===== src/rtl/bit_serializer_pkg.sv =====
// Shared definitions for the bit serializer: state encoding and default word width.
package bit_serializer_pkg;

    localparam int DEF_WIDTH = 8;

    typedef enum logic {
        ST_IDLE  = 1'b0,
        ST_SHIFT = 1'b1
    } state_t;

endpackage


===== src/rtl/bit_serializer_if.sv =====
// Parallel-in / serial-out handshake bundle; master drives words and enable, slave serializes.
interface bit_serializer_if
    import bit_serializer_pkg::*;
#(
    parameter int WIDTH = DEF_WIDTH
) ();

    logic [WIDTH-1:0] din;
    logic             din_valid;
    logic             din_ready;
    logic             en;
    logic             o;
    logic             o_valid;
    logic             last;

    modport master (
        output din, din_valid, en,
        input  din_ready, o, o_valid, last
    );

    modport slave (
        input  din, din_valid, en,
        output din_ready, o, o_valid, last
    );

endinterface


===== src/rtl/bit_serializer_hold_buf.sv =====
// One-entry holding register that parks the next word while the shifter is busy.
module ser_hold_buf
    import bit_serializer_pkg::*;
#(
    parameter int WIDTH = DEF_WIDTH
) (
    input  logic             clk,
    input  logic             rst_b,
    input  logic             i_wr,
    input  logic [WIDTH-1:0] i_din,
    input  logic             i_rd,
    output logic [WIDTH-1:0] o_data,
    output logic             o_full
);

    logic [WIDTH-1:0] r_data;
    logic             r_full;

    // A write only happens while empty and a read only while full, so they never collide.
    always_ff @(posedge clk or negedge rst_b) begin
        if (!rst_b) begin
            r_data <= '0;
            r_full <= 1'b0;
        end else if (i_wr) begin
            r_data <= i_din;
            r_full <= 1'b1;
        end else if (i_rd) begin
            r_full <= 1'b0;
        end
    end

    assign o_data = r_data;
    assign o_full = r_full;

endmodule


===== src/rtl/bit_serializer.sv =====
// Word-to-bit serializer with a one-word skid buffer so back-to-back words stream without gaps.
module bit_serializer
    import bit_serializer_pkg::*;
#(
    parameter int WIDTH     = DEF_WIDTH,
    parameter int MSB_FIRST = 1
) (
    input  logic             clk,
    input  logic             rst_b,
    bit_serializer_if.slave  bus
);

    localparam int             CW       = $clog2(WIDTH);
    localparam logic [CW-1:0] CNT_LAST = CW'(WIDTH - 1);

    state_t           r_state;
    logic [WIDTH-1:0] r_sr;
    logic [CW-1:0]    r_cnt;

    logic [WIDTH-1:0] w_hold_data;
    logic             w_hold_full;
    logic             w_free;
    logic             w_xfer;
    logic             w_hold_wr;
    logic             w_hold_rd;

    function automatic logic [WIDTH-1:0] shift_word(input logic [WIDTH-1:0] w);
        if (MSB_FIRST != 0) shift_word = {w[WIDTH-2:0], 1'b0};
        else                shift_word = {1'b0, w[WIDTH-1:1]};
    endfunction

    // Shifter is free when idle, or when the final bit is leaving this edge.
    assign w_free    = (r_state == ST_IDLE) || (bus.en && (r_cnt == CNT_LAST));
    assign w_xfer    = bus.din_valid && !w_hold_full;
    assign w_hold_wr = w_xfer && !w_free;
    assign w_hold_rd = w_free && w_hold_full;

    ser_hold_buf #(.WIDTH(WIDTH)) u_hold (
        .clk    (clk),
        .rst_b  (rst_b),
        .i_wr   (w_hold_wr),
        .i_din  (bus.din),
        .i_rd   (w_hold_rd),
        .o_data (w_hold_data),
        .o_full (w_hold_full)
    );

    always_ff @(posedge clk or negedge rst_b) begin
        if (!rst_b) begin
            r_state <= ST_IDLE;
            r_sr    <= '0;
            r_cnt   <= '0;
        end else if (w_free) begin
            if (w_hold_full) begin
                r_sr    <= w_hold_data;
                r_cnt   <= '0;
                r_state <= ST_SHIFT;
            end else if (w_xfer) begin
                r_sr    <= bus.din;
                r_cnt   <= '0;
                r_state <= ST_SHIFT;
            end else begin
                r_state <= ST_IDLE;
            end
        end else if (bus.en) begin
            r_sr  <= shift_word(r_sr);
            r_cnt <= r_cnt + 1'b1;
        end
    end

    // Ready depends only on the registered hold flag, never on din_valid or en.
    assign bus.din_ready = !w_hold_full;
    assign bus.o_valid   = (r_state == ST_SHIFT);
    assign bus.o         = (r_state == ST_SHIFT) &&
                           ((MSB_FIRST != 0) ? r_sr[WIDTH-1] : r_sr[0]);
    assign bus.last      = (r_state == ST_SHIFT) && (r_cnt == CNT_LAST);

endmodule


===== src/flat_wrapper.sv =====
// flat-port wrapper written by rule: the top's interface ports become plain ports
module bit_serializer_flat import bit_serializer_pkg::*;
#(
    parameter int WIDTH     = DEF_WIDTH,
    parameter int MSB_FIRST = 1
)
  (clk, rst_b, bus_din, bus_din_valid, bus_en, bus_din_ready, bus_o, bus_o_valid, bus_last);
  bit_serializer_if #(.WIDTH(WIDTH)) bus_i ();
  input  logic clk;
  input  logic rst_b;
  input wire logic [$bits(bus_i.din)-1:0] bus_din;
  input wire logic [$bits(bus_i.din_valid)-1:0] bus_din_valid;
  input wire logic [$bits(bus_i.en)-1:0] bus_en;
  output wire logic [$bits(bus_i.din_ready)-1:0] bus_din_ready;
  output wire logic [$bits(bus_i.o)-1:0] bus_o;
  output wire logic [$bits(bus_i.o_valid)-1:0] bus_o_valid;
  output wire logic [$bits(bus_i.last)-1:0] bus_last;
  assign bus_i.din = bus_din;
  assign bus_i.din_valid = bus_din_valid;
  assign bus_i.en = bus_en;
  assign bus_din_ready = bus_i.din_ready;
  assign bus_o = bus_i.o;
  assign bus_o_valid = bus_i.o_valid;
  assign bus_last = bus_i.last;
  bit_serializer #(.WIDTH(WIDTH), .MSB_FIRST(MSB_FIRST)) u_core (.clk(clk), .rst_b(rst_b), .bus(bus_i));
endmodule

===== config.mk =====
export PLATFORM = sky130hd
export DESIGN_NAME = bit_serializer_flat
export DESIGN_NICKNAME = d
export VERILOG_FILES = /design/src/rtl/bit_serializer_pkg.sv /design/src/rtl/bit_serializer_if.sv /design/src/rtl/bit_serializer_hold_buf.sv /design/src/rtl/bit_serializer.sv /design/src/flat_wrapper.sv
export SDC_FILE = /design/constraint.sdc
export NUM_CORES = 1
export LEC_CHECK = 0
export ABC_CLOCK_PERIOD_IN_PS = 1990
export BUFFER_PORTS_ARGS = -buffer_cell sky130_fd_sc_hd__buf_2
export CAP_MARGIN = 20
export CORE_UTILIZATION = 45
export DETAILED_ROUTE_END_ITERATION = 12
export PLACE_DENSITY = 0.65
export SLEW_MARGIN = 5
export SYNTH_ARGS = -nofsm -noshare
export SYNTH_HDL_FRONTEND = slang
export SYNTH_SLANG_ARGS = --single-unit

===== constraint.sdc =====
create_clock -name clk -period 1.99 [get_ports clk]
set_input_delay 0 -clock clk [delete_from_list [all_inputs] [get_ports clk]]
set_output_delay 0 -clock clk [all_outputs]
set_load 0.01 [all_outputs]

# Yosys cells after proc, flatten, opt, wreduce, memory -nomap -nowiden
# Cells that the tools add are included.
classes:
  reduce_logical: 12
  n_eq_ne: 2
  n_mux: 12
  bitwise: 1
  addsub: 1
ops:
  columns: ["operator", "n"]
  rows:
  - ["$mux 8", 4]
  - ["$mux 3", 4]
  - ["$logic_and 1x1->1", 6]
  - ["$mux 1", 4]
  - ["$reduce_bool 2->1", 2]
  - ["$add 3x1->3 const B", 1]
  - ["$eq 3x3->1 const B", 1]
  - ["$ne 3x3->1 const B", 1]
  - ["$logic_not 1->1", 2]
  - ["$reduce_and 2->1", 1]
  - ["$logic_or 1x1->1", 1]
  - ["$not 1->1", 1]
totals:
  word_cells: 33
  output_inout_bits: 4
  in_bits: 12
  register_bits: 21

# Logic depth before layout (Yosys ltp)
# Gate-level depths: netlist (run 1).
logic_depth:
  word_depth: 6
  ltp_mapped: 6
  ltp_nobuf: 5

# Cells and area by module
# A second synthesis (run 1) with hierarchy kept.
hier_totals:
  cells_unflattened: 82
  hier_area_um2: 1109.8
modules_own_cells:
  columns: ["mod", "seq_area_each_um2", "cells_per_inst", "area_each_um2", "n_inst"]
  rows:
  - ["bit_serializer", 300.3, 62, 740.7, 1]
  - ["ser_hold_buf", 225.2, 20, 369.1, 1]

# Worst setup path after synthesis (run 1)
# No wires, ideal clock.
synth_timing:
  kind: "register -> register"
  startpoint: "register u_core.r_cnt[0]"
  endpoint: "register u_core.r_sr[1]"
  required_time_ns: 1.865
  setup_time_ns: 0.125
  t_arrival_ns: 1.637
  path_stages_with_launch: 7
  synth_period_minus_slack_ns: 1.761
  slack_ns: 0.229
  n_path_buf: 1
  cell_sequence: "dfrtp_1 -> ha_1 -> ha_1 -> a21bo_1 -> buf_6 -> mux2_4 -> mux2_2"
synth_between:
  elab_chain_cells: 5
  elab_cells_between_ends: 7
  classes_between: "2 x eq/ne; 1 x mux; 4 x reduce/logical"
synth_rtl:
  columns: ["element", "line", "source"]
  rows:
  - ["start, declared", "bit_serializer.sv:18", "logic [CW-1:0] r_cnt;"]
  - ["start signal, assigned", "bit_serializer.sv:67", "r_cnt <= r_cnt + 1'b1;"]
  - ["$eq 3x3->1 (*)", "bit_serializer.sv:33", "assign w_free = (r_state == ST_IDLE) || (bus.en && (r_cnt == CNT_LAST));"]
  - ["$logic_and 1x1->1 (*)", "bit_serializer.sv:33", null]
  - ["$logic_or 1x1->1 (*)", "bit_serializer.sv:33", null]
  - ["$ne 3x3->1 (no source line) / $reduce_bool 2->1 (equally long branches)", null, null]
  - ["$reduce_and 2->1 (no source line)", null, null]
  - ["end signal, assigned", "bit_serializer.sv:55", "r_sr <= w_hold_data;"]
  - ["end signal, assigned", "bit_serializer.sv:59", "r_sr <= bus.din;"]
  - ["end signal, assigned", "bit_serializer.sv:66", "r_sr <= shift_word(r_sr);"]
  - ["end, declared", "bit_serializer.sv:17", "logic [WIDTH-1:0] r_sr;"]
# Mark *: on every way between the ends. The rest lies on a longest branch, timed or not.
# A chain may end at the register's enable or synchronous reset.

# Final worst setup path (run 1)
# Ends and elaborated chain as after synthesis.

==> qor.yml, run 1 <==
synth-edff-count: 0
arrival_ps: 2080
clockPowerShare_pct: 15.3
fp.dieW_um: 50.76
antenna_left: 0
syn2layout_area_growth_pct: 23.51
yosys.cell_count.top_type: "dfrtp_1"
yosys.area.top_type_share_pct: 49.12
grt_pass1_wl_um: 3029
crit_family: "multiplexers"
cts_buffers: 3
grt_overflow: 0
htreeDepth: 1
rsz0062_at_grt: "false"
first_iter_violations: 2
powerDensity_nw_per_um2: 990.0
crit_chain: "ha_1 > ha_1 > a21bo_1 > mux2_4 > mux2_2"
post-route-drc-count: 0
p_leak_nw: 0.6714
grt_pass1_vias: 688
period_share_pct: 94.58
fin_ws_ps: 107.8
tritoncts: "done"
internal-power_uw: 938.7
wl_um: 1790
rows: 17
cp.required_ps: 2190
sequentialPowerShare_pct: 49.8
drt_first_pass_iters: 4
initial_core_util_pct: 47.90
clk_path_buf_depth: 2
tns_ps: 0
die_area_um2: 2576
fin_skew_ps: 2.716
clk_pin_slew_ps: 110
syn_nets: 92
clock-sinks: 21
worst_pin_slew_ps: 494.7
clock.fmax_mhz: 531.3
gp_congestion: 0.7395
syn_area_per_cell_um2: 13.72
coreArea_um2: 2233
die_h_um: 50.76
antenna_found_initial: 0
synth_flop_cell: "dfrtp_1"
wl_per_cell_um: 12.97
cp_max_fo: 9
crit_type: "register to register"
critical_path.most_common_cell: "ha_1"
hold_violations: 0
vias: 697
clk-insertion-delay-late_ps: 300
grt_start_max_net_pins: 22
dpl.hpwl_um: 1261
setup_viol: 0
synth_common_cells: "dfrtp_1, mux2_2, mux2i_1, inv_1, mux2_4"
r2r_slack_ps: 110
ys_seq_elements: 21
cts-root-buf: "clkbuf_4"
drive_gt1_share_pct: 40.91
switching_share_pct: 28.24
ys.warnings.count: 0
yosysTopAreaCell: "dfrtp_1"
relSlewSlack_pct: 66.92
track_usage_pct: 16.56
cap_violations: 0
cpPeakStageDelay_ps: 410
crit_buf_inv: 0
fin_nets: 125
status: "finished, final reports clean"
port_buffers: 15
dp_slack_ps: 98.94
worstSetupEndpointType: "register"
critPathLaunchType: "register"
pwr-share-comb_pct: 34.9
period_needed_ps: 1882
viasPerCell: 5.051
min_path_type: "input pin to asynchronous set/reset pin"
p_sw_uw: 369.4
cp_slowest_cell: "dfrtp_1"
async_reset_ff_share_pct: 100.0
synth_cell_types: 19
yosysSeqAreaShare_pct: 49.12
post-cts-setup-buffers: 0
synthesis.area_um2: 1070
synthTopCellsByArea: "dfrtp_1, mux2_2, mux2i_1"
drv_slew: 0
ir_drop_uv: 759.9
ios: 16
diodes: 0
syn-instance-count: 78
==> path summary, 6_finish.rpt <==
check                                          end  depth (start not counted)       startpoint
max                                 u_core.r_sr[1]                          5  u_core.r_cnt[0]
min                        u_core.u_hold.o_data[3]                          2            rst_b
max reg2reg                         u_core.r_sr[1]                          5  u_core.r_cnt[0]
min reg2reg                        u_core.r_cnt[0]                          1  u_core.r_cnt[0]
max in group asynchronous          u_core.r_cnt[2]                          2            rst_b
min in group clk           u_core.u_hold.o_data[1]                          3       bus_din[1]
==> kinds of logic after synthesis <==
family / Yosys count / synth area share (%)
AND/OR/NAND/NOR: 10 / 5.497
AO/OA/AOI/OAI: 7 / 5.848
flip-flops: 21 / 49.12
buffers and inverters: 8 / 4.912
multiplexers: 30 / 32.28
adder cells (fa/ha/maj): 2 / 2.339
==> through the flow <==
step	instance area [um2]	hold WS [ps]	power (mW)	cells	utilization, %
2_1_floorplan	1070	-295.6	1.000	78	-
3_5_place_dp	1184	-15.70	1.110	123	53.00
5_1_grt	1321	216.3	1.403	138	59.16
3_3_place_gp	1184	-19.63	1.095	123	53.00
6_report	1321	185.7	1.308	138	59.16
4_1_cts	1321	166.9	1.337	138	59.16
==> layer usage <==
metal / vias to the layer above / wire length (um) / global-route usage (%)
met4: 0 / 30 / 8.333
met5: - / 0 / 0
li1: 342 / - / -
met3: 4 / 54 / 3.636
met2: 16 / 862 / 26.44
met1: 335 / 843 / 20.96
==> layout make-up <==
class | count | area [um2]
Clock buffer | 3 | 22.52
Tap cell | 28 | 35.03
Inverter | 5 | 18.77
Sequential cell | 21 | 525.5
Clock inverter | 1 | 5.005
Timing Repair Buffer | 31 | 222.7
Fill cell | 201 | 912.1
Multi-Input combinational cell | 49 | 491.7
==> power groups by stage <==
stage               logic (mW)  registers (mW)  clock network (mW)
CTS                      0.464           0.654               0.219
global placement         0.435           0.659                   0
detailed placement       0.444           0.666                   0
finish                   0.456           0.652               0.200
floorplan                0.361           0.639                   0
global route             0.503           0.674               0.226
==> timing repair <==
| action | in CTS | in global routing |
|---|---|---|
| resized for setup | 0 | 0 |
| hold buffers | 11 | 0 |
| endpoints found under the hold margin | 31 | 0 |
==> state kept, by name (all words and copies together) (netlist names) <==
register	cells
u_core.r_sr	8
u_core.u_hold.o_data	8
u_core.u_hold.o_full	1
u_core.r_cnt	3
u_core.bus.o_valid	1
==> placed cells by master (no fill, tap or decap) <==
| master | n |
|---|---|
| mux2_1 | 1 |
| dfrtp_1 | 21 |
| and2_1 | 1 |
| o32a_1 | 1 |
| buf_4 | 5 |
| a21bo_1 | 1 |
| buf_2 | 15 |
| mux2_4 | 5 |
| nand2_1 | 4 |
| o32ai_1 | 1 |
| nor2_1 | 3 |
| mux2i_1 | 9 |
| ha_1 | 2 |
| clkbuf_4 | 3 |
| clkinv_2 | 1 |
| nor2b_1 | 1 |
| a22o_1 | 1 |
| inv_1 | 5 |
| nand3b_4 | 1 |
| a32o_1 | 2 |
| mux2_2 | 15 |
| o21ai_0 | 1 |
| dlygate4sd3_1 | 11 |
Note: power is estimated with default switching activity, not from simulation.
==> run 2: changes to the inputs <==
--- a/config.mk
+++ b/config.mk
@@ -5,7 +5,7 @@
 export SDC_FILE = /design/constraint.sdc
 export NUM_CORES = 1
 export LEC_CHECK = 0
-export ABC_CLOCK_PERIOD_IN_PS = 1990
+export ABC_CLOCK_PERIOD_IN_PS = 1950
 export BUFFER_PORTS_ARGS = -buffer_cell sky130_fd_sc_hd__buf_2
 export CAP_MARGIN = 20
 export CORE_UTILIZATION = 45
==> constraint.sdc (replaced) <==
create_clock -name clk -period 1.95 [get_ports clk]
set_input_delay 0 -clock clk [delete_from_list [all_inputs] [get_ports clk]]
set_output_delay 0 -clock clk [all_outputs]
set_load 0.01 [all_outputs]
==> run 2 against run 1 <==
- power is 4.4% higher
- via count is the same
- non-clock buffer count unchanged
- setup slack worse by 5.9 ps
- utilization is the same
- sequential cell count unchanged
- count of clock-buffer cells in the layout unchanged
- clock power is 10% higher
- routed wire length rose by 7.3%
- combinational power grew 4%
- die area is the same
- critical path type unchanged
- highest routed layer unchanged
==> qor.yml, run 2 (synthesis gave the netlist of run 1 again) <==
powerDensity_nw_per_um2: 1034  # +4.4%
die_area_um2: 2576  # unchanged
clock-sinks: 21  # unchanged
post-route-drc-count: 0  # unchanged
min_path_type: "input pin to asynchronous set/reset pin"
tns_ps: 0  # unchanged
crit_type: "register to register"
clk-insertion-delay-late_ps: 320  # +20 ps
wl_per_cell_um: 13.91  # +7.3%
wl_um: 1920  # +7.3%
critPathLaunchType: "register"
layout_commonest_cell: "dfrtp_1"
utilization_pct: 59.16  # unchanged
clk_path_buf_depth: 2  # unchanged
drv_slew: 0  # unchanged
grt_overflow: 0  # unchanged
period_share_pct: 94.78  # +0.19 points
track_usage_pct: 17.71  # +1.1 points
register_area_um2: 525.5  # unchanged
diodes: 0  # unchanged
status: "finished, final reports clean"
port_buffers: 15  # unchanged
arrival_ps: 2070  # about the same
rr_worst_depth: 5  # unchanged
regToRegStartpoint: "u_core.r_cnt[0]"
drt_first_pass_iters: 2  # -2
r2r_slack_ps: 100  # about the same
relSlewSlack_pct: 66.32  # -0.59 points
critPathCapture: "u_core.u_hold.o_data[7]"
grt_start_max_net_pins: 22  # unchanged
setup_viol: 0  # unchanged
cts_buffers: 3  # unchanged
hold_violations: 0  # unchanged
grt_pass1_vias: 728  # +5.8%
period_needed_ps: 1848  # -34.09 ps
coreArea_um2: 2233  # unchanged
viasPerCell: 5.051  # unchanged
antenna_found_initial: 0  # unchanged
worst_pin_slew_ps: 503.6  # +8.870 ps
die_h_um: 50.76  # unchanged
drive_gt1_share_pct: 41.82  # +0.91 points
r2r-end: "u_core.u_hold.o_data[7]"
clk_pin_slew_ps: 120  # about the same
multi_input_area_um2: 491.7  # unchanged
vias: 697  # unchanged
nFillCells: 190  # -5.5%
rows: 17  # unchanged
gp_congestion: 0.7312  # -1.1%
post-cts-setup-buffers: 0  # unchanged
htreeDepth: 1  # unchanged
clock.fmax_mhz: 541.1  # +1.8%
cp.required_ps: 2170  # -20 ps
grt_pass1_wl_um: 3146  # +3.9%
fin_skew_ps: 3.051  # +0.3354 ps
rsz0062_at_grt: "false"
p_leak_nw: 0.6646  # -1.0%
worstSetupEndpointType: "register"
cp_max_fo: 9  # unchanged
dp_cells: 123  # unchanged
fin_nets: 125  # unchanged
final_cells: 138  # unchanged
cts-root-buf: "clkbuf_4"
cap_violations: 0  # unchanged
ios: 16  # unchanged
final_cell_mix: "dfrtp_1, mux2_2, buf_2, dlygate4sd3_1, mux2i_1"
crit_start: "u_core.r_cnt[0]"
antenna_left: 0  # unchanged
fp.dieW_um: 50.76  # unchanged
dpl.hpwl_um: 1324  # +5.0%
first_iter_violations: 1  # -1
initial_core_util_pct: 47.90  # unchanged
syn2layout_area_growth_pct: 23.51  # unchanged
ir_drop_uv: 528.8  # -30%
tritoncts: "done"
## run 2: cell type report
type                       count  area share (%)
inverter                       5           1.420
multi-input combinational     49           37.22
clock inverter                 1          0.3788
tap                           28           2.652
timing repair buffer          31           16.86
sequential                    21           39.77
clock buffer                   3           1.705
## run 2: power by group
part           switching, mW  total, mW  internal, mW
combinational          0.178      0.474         0.296
sequential            0.0815      0.670         0.589
clock                  0.145      0.221        0.0769
total                  0.404       1.37         0.962
## run 2: through the flow
stage / area, um2 / total power, mW / worst slack [ps] / hold WS [ps]
global route: 1321 / 1.454 / 34.87 / 184.7
detailed placement: 1184 / 1.142 / 33.32 / -16.95
finish: 1321 / 1.366 / 101.9 / 145.8
global placement: 1184 / 1.117 / 100.3 / -20.62
CTS: 1321 / 1.380 / 14.05 / 155.3
floorplan: 1070 / 1.021 / 188.7 / -295.6
## run 2: metal layers
| metal | vias up | wire length [um] | global-route usage (%) |
|---|---|---|---|
| met2 | 17 | 850 | 27.33 |
| met1 | 331 | 934 | 20.78 |
| met4 | 0 | 73 | 15.28 |
| met5 | - | 0 | 0 |
| li1 | 341 | - | - |
| met3 | 8 | 62 | 3.636 |
## run 2: timing repair
item,CTS,global route
endpoints found under the hold margin,32,0
gates resized for setup,0,1
hold buffers,11,0
setup endpoints to repair,0,11
## run 2: worst min path at each step
stage / depth (start not counted) / slack (ps) / end
4_1_cts: 2 / 160 / u_core.u_hold.o_data[6]
6_report: 2 / 150 / u_core.r_sr[5]
3_5_place_dp: 1 / -20 / u_core.u_hold.o_data[3]
5_1_grt: 2 / 180 / u_core.u_hold.o_data[6]
2_1_floorplan: 0 / -300 / u_core.bus.o_valid
3_3_place_gp: 1 / -20 / u_core.u_hold.o_data[3]
## run 2: worst max-delay path, cell delays in order, from the launching register on
cell and delay, ps:
dfrtp_1 430, ha_1 210, ha_1 200, a21bo_2 320, nand3b_4 270, mux2_2 310
